===== src/rtl/fifo_mem_gen2.sv =====
// fifo_mem_gen2: single-clock FIFO with a selectable registered or
// first-word-fall-through read port, fill-level threshold flags and sticky
// overflow/underflow error flags. DEPTH need not be a power of two.
module fifo_mem_gen2 #(
  parameter int DATA_WIDTH    = 32,
  parameter int DEPTH         = 8,
  parameter int AFULL_THRESH  = DEPTH - 1,
  parameter int AEMPTY_THRESH = 1,
  parameter int FWFT          = 0,
  localparam int LVL_W        = $clog2(DEPTH + 1)
) (
  input  logic                  clk_in,
  input  logic                  areset_b,
  input  logic                  trans_write,
  input  logic                  trans_read,
  input  logic                  err_clear,
  input  logic [DATA_WIDTH-1:0] data_in,
  output logic [DATA_WIDTH-1:0] data_out,
  output logic                  data_valid,
  output logic [LVL_W-1:0]      fill_level,
  output logic                  full_ind,
  output logic                  empty_ind,
  output logic                  almost_full_ind,
  output logic                  almost_empty_ind,
  output logic                  overflow_ind,
  output logic                  underflow_ind
);

  localparam int PTR_W = $clog2(DEPTH);

  localparam logic [PTR_W-1:0] PTR_LAST   = PTR_W'(DEPTH - 1);
  localparam logic [LVL_W-1:0] LVL_FULL   = LVL_W'(DEPTH);
  localparam logic [LVL_W-1:0] LVL_AFULL  = LVL_W'(AFULL_THRESH);
  localparam logic [LVL_W-1:0] LVL_AEMPTY = LVL_W'(AEMPTY_THRESH);

  logic [DATA_WIDTH-1:0] mem [DEPTH];
  logic [PTR_W-1:0]      wr_ptr;
  logic [PTR_W-1:0]      rd_ptr;
  logic                  rd_accept;
  logic                  wr_accept;
  logic [LVL_W-1:0]      level_next;

  // Accept decisions; a full FIFO can still take a write if a read frees a slot
  // in the same cycle. A read on an empty FIFO is always refused, even when a
  // write arrives alongside it.
  always_comb begin
    rd_accept  = trans_read && !empty_ind;
    wr_accept  = trans_write && (!full_ind || rd_accept);
    level_next = fill_level;
    if (wr_accept && !rd_accept) begin
      level_next = fill_level + 1'b1;
    end else if (rd_accept && !wr_accept) begin
      level_next = fill_level - 1'b1;
    end
  end

  // Pointers, fill level and status flags; flags derive from the next level so
  // they stay consistent with fill_level in every cycle.
  always_ff @(posedge clk_in or negedge areset_b) begin
    if (!areset_b) begin
      wr_ptr           <= '0;
      rd_ptr           <= '0;
      fill_level       <= '0;
      full_ind         <= 1'b0;
      empty_ind        <= 1'b1;
      almost_full_ind  <= 1'b0;
      almost_empty_ind <= 1'b1;
    end else begin
      if (wr_accept) begin
        wr_ptr <= (wr_ptr == PTR_LAST) ? '0 : wr_ptr + 1'b1;
      end
      if (rd_accept) begin
        rd_ptr <= (rd_ptr == PTR_LAST) ? '0 : rd_ptr + 1'b1;
      end
      fill_level       <= level_next;
      full_ind         <= (level_next == LVL_FULL);
      empty_ind        <= (level_next == '0);
      almost_full_ind  <= (level_next >= LVL_AFULL);
      almost_empty_ind <= (level_next <= LVL_AEMPTY);
    end
  end

  // Sticky error flags; a new error in the clearing cycle keeps the flag set.
  always_ff @(posedge clk_in or negedge areset_b) begin
    if (!areset_b) begin
      overflow_ind  <= 1'b0;
      underflow_ind <= 1'b0;
    end else begin
      if (trans_write && !wr_accept) begin
        overflow_ind <= 1'b1;
      end else if (err_clear) begin
        overflow_ind <= 1'b0;
      end
      if (trans_read && !rd_accept) begin
        underflow_ind <= 1'b1;
      end else if (err_clear) begin
        underflow_ind <= 1'b0;
      end
    end
  end

  // Storage is deliberately not reset; empty_ind hides stale contents.
  always_ff @(posedge clk_in) begin
    if (wr_accept) begin
      mem[wr_ptr] <= data_in;
    end
  end

  generate
    if (FWFT != 0) begin : g_fwft
      // Head entry is shown directly; zero while empty so reset reads as 0.
      assign data_out   = empty_ind ? '0 : mem[rd_ptr];
      assign data_valid = !empty_ind;
    end else begin : g_registered
      logic [DATA_WIDTH-1:0] dout_q;
      logic                  valid_q;

      // Registered read: popped word appears one cycle after the accepted read
      // and is held until the next pop.
      always_ff @(posedge clk_in or negedge areset_b) begin
        if (!areset_b) begin
          dout_q  <= '0;
          valid_q <= 1'b0;
        end else begin
          valid_q <= rd_accept;
          if (rd_accept) begin
            dout_q <= mem[rd_ptr];
          end
        end
      end

      assign data_out   = dout_q;
      assign data_valid = valid_q;
    end
  endgenerate

endmodule


===== config.mk =====
export PLATFORM = sky130hd
export DESIGN_NAME = fifo_mem_gen2
export DESIGN_NICKNAME = d
export VERILOG_FILES = /design/src/rtl/fifo_mem_gen2.sv
export SDC_FILE = /design/constraint.sdc
export NUM_CORES = 1
export LEC_CHECK = 0
export BUFFER_PORTS_ARGS = -buffer_cell sky130_fd_sc_hd__buf_2
export CORE_ASPECT_RATIO = 2
export CORE_UTILIZATION = 36
export DETAILED_ROUTE_END_ITERATION = 8
export PLACE_DENSITY_LB_ADDON = 0.05
export SLEW_MARGIN = 20
export SYNTH_ARGS = -nofsm -noshare
export SYNTH_HDL_FRONTEND = slang
export SYNTH_SLANG_ARGS = --single-unit

===== constraint.sdc =====
create_clock -name clk_in -period 3.85 [get_ports clk_in]
set_input_delay 0.1925 -clock clk_in [delete_from_list [all_inputs] [get_ports clk_in]]
set_output_delay 0.1925 -clock clk_in [all_outputs]
set_load 0.05 [all_outputs]

==> reports/metrics.yaml <==
finish:
  nFillCells: 2859
  layout_commonest_cell: "edfxtp_1"
  drive_above_1_share: 0.3083
  final_util: 0.4379
  final_cell_mix: "edfxtp_1 (256), buf_2 (79), mux4_2 (64), nand2_1 (44), dfrtp_1 (44)"
  multi_input_area_um2: 2521
  regArea_um2: 8925
  num_antenna_cells: 0
  area_delta_synth_final_pct: 19.25
  finalNetCount: 743
detailed_routing:
  dr_total_vias: 5588
  remaining_drc_errors: 0
  wl_per_cell_um: 21.79
  antenna_left: 0
  routed_via_density: 4.889
  totalWireLength_um: 24910
  drt_iter0_markers: 300
  dr.pass1.iters: 4
timing:
  worst_slew_pin_slew_ns: 0.8740
  hold_viol_final: 0
  min_period_ns: 2.450
  period_share: 0.6363
  rsz0062_at_grt: "false"
  setup_viol: 0
  fmax_mhz: 408.2
  layout_setup_ws_ns: 1.400
  finalSetupTns_ns: 0
  skew_ns: 0.009229
  maxSlewViolCount: 0
  slew-limit-headroom: 0.4173
power_and_ir_drop:
  ir_worst_vdd_uv: 479.7
  pwr_density_cell_nw_per_um2: 780.5
  switching_share: 0.3417
  p_sw_mw: 3.683
  power.share.clock: 0.256
  p_int_mw: 7.095
  combinationalPowerShare: 0.303
  leakage_nw: 4.769
  seq_power_share: 0.442
placed_design:
  place_congestion: 0.7510
  dp_hpwl_um: 14810
  place_ws_ns: 1.350
  port_buffers: 79
global_routing:
  grt_pass1_wl_um: 38110
  grt_max_degree: 77
  antenna_found_initial: 0
  groute.usage.overall: 0.1593
  grt_pass1_vias: 6270
  gr-total-overflow: 0
critical_path:
  end_kind: "flop"
  cp_slowest_cell: "buf_4"
  crit_path_start_kind: "flop"
  cp_data_required_time_ns: 4.30
  rr_startpoint: "empty_ind"
  crit_family: "buffers and inverters"
  arrival_ns: 2.90
  critPathLaunch: "empty_ind"
  crit_path_max_fanout: 76
  max_stage_delay_ns: 0.62
  criticalPathCategory: "flop to flop"
  crit_buf_inv: 2
  crit_chain: "nand2b_4, buf_4, inv_2, o31ai_1, o22ai_1, or2_1, nor3b_1"
synthesis:
  yosysSeqAreaShare: 0.7699
  synth_top_family_by_area: "multiplexers"
  synth-edff-count: 256
  synth_warnings: 0
  syn_inst: 564
  synthesis.nets: 607
  synth_top_flop_cell: "edfxtp_1"
  synth_top_area_cell: "edfxtp_1"
  synth_mux_area_frac: 0.1541
  synth_xor_area_frac: 0.002269
  synthSimpleGateAreaFrac: 0.02777
  synth_cell_types: 36
  async_flop_share: 0.1607
  yosysTopAreaCellShare: 0.6638
  syn-cell-area_um2: 11580
  synth-seq-cells: 305
  synth_fa_ha_area_frac: 0.006482
  synth.avg_cell_area_um2: 20.53
  synth-compound-area-share: 0.02182
  synth.area.top_cells: "edfxtp_1 (66%), mux4_2 (12%), dfrtp_1 (10%)"
cts:
  cts_root_buf: "clkbuf_16"
  postCtsHoldBufs: 36
  numCtsBuffers: 28
  cts_tree: "built"
  path_clk_slew_ns: 0.07
  htreeDepth: 1
  post_cts_resized: 0
  clock_latency_ns: 0.54
  clock_sinks: 305
  cts_post_setup_buffers_inserted: 0
  cts_buffer_depth: 3
worst_hold_path:
  hold_path_class: "primary input to asynchronous set/reset pin"
die:
  core_um2: 31540
  rows: 92
  start_util: 0.3672
  io_pins: 80
  dieArea_um2: 32930
  fp.dieW_um: 128.8
  die_y_um: 255.7
job:
  cap_viol_max_count: 0
run_status:
  outcome: "finished, final reports clean"
==> cell type report <==
cell class,count,share of cell area
clock buffer,34,0.05390
clock inverter,16,0.01142
inverter,6,0.001631
multi-input combinational,225,0.1826
sequential,305,0.6462
tap,423,0.03832
timing repair buffer,134,0.06595
==> metrics by stage <==
step	hold WS (ns)	instance area (µm²)	power, mW	std cells
2_1_floorplan	-0.1031	11590	7.174	564
3_3_place_gp	0.3515	12550	8.103	1057
3_5_place_dp	0.3699	12550	8.175	1057
4_1_cts	0.3209	13810	10.99	1143
5_1_grt	0.3461	13810	11.31	1143
6_report	0.3054	13810	10.78	1143
==> flip-flops by register name, summed over array words and instances, names as in the netlist <==
register          cells
mem                 256
data_out             32
empty_ind             1
almost_full_ind       1
overflow_ind          1
underflow_ind         1
data_valid            1
wr_ptr                3
fill_level            4
rd_ptr                3
almost_empty_ind      1
full_ind              1
==> worst reg2reg max path, delay by kind of cell (launching register included) <==
| kind | cells | cell delay, ns |
|---|---|---|
| compound gates | 2 | 0.38 |
| buf+inv | 2 | 0.79 |
| flops | 1 | 0.56 |
| simple gates | 3 | 0.62 |
==> logic make-up (layout without fill, tap and decap cells) <==
kind of cell,count (synthesis),in the layout
buf+inv,34,190
fa+ha+maj,6,6
mux,98,98
simple gates,71,71
xor+xnor,3,3
flops,305,305
compound gates,47,47
==> final timing paths <==
| check | end | slack, ns | cells after the start |
|---|---|---|---|
| max in group asynchronous | empty_ind | 2.66 | 3 |
| min | data_out[17] | 0.31 | 2 |
| max | full_ind | 1.40 | 7 |
| min in group clk_in | overflow_ind | 0.38 | 3 |
| max reg2reg | full_ind | 1.40 | 7 |
| min reg2reg | data_out[14] | 0.47 | 2 |
==> metal layers <==
metal  vias up  GRT usage  part of all wire
met5         -          0                 0
met4         0    0.04837             0.017
met3        27    0.01819             0.026
met2       103     0.3036              0.57
met1      2935     0.1815              0.39
li1       2523          -                 -
==> cell usage after synthesis, types with 2 or more instances <==
library cell,instances
ha_1,6
a21o_1,2
nand2_1,44
nor2_1,7
o21ai_0,29
mux4_2,64
dfstp_2,2
buf_4,4
buf_12,2
xor2_1,2
dfrtp_1,47
buf_6,2
nor3_1,5
nand2b_1,4
clkbuf_1,8
mux2_2,2
buf_2,12
inv_1,5
nand3_1,4
mux2i_1,32
edfxtp_1,256
o21ai_1,10
o22ai_1,2
==> power groups by stage <==
stage | sequential (mW) | clock, mW | combinational [mW]
floorplan | 5.30 | 0 | 1.88
finish | 4.76 | 2.75 | 3.26
detailed placement | 4.86 | 0 | 3.32
global placement | 4.82 | 0 | 3.28
global route | 4.86 | 2.94 | 3.52
CTS | 4.79 | 2.84 | 3.36
(Power assumes the default switching activity.)
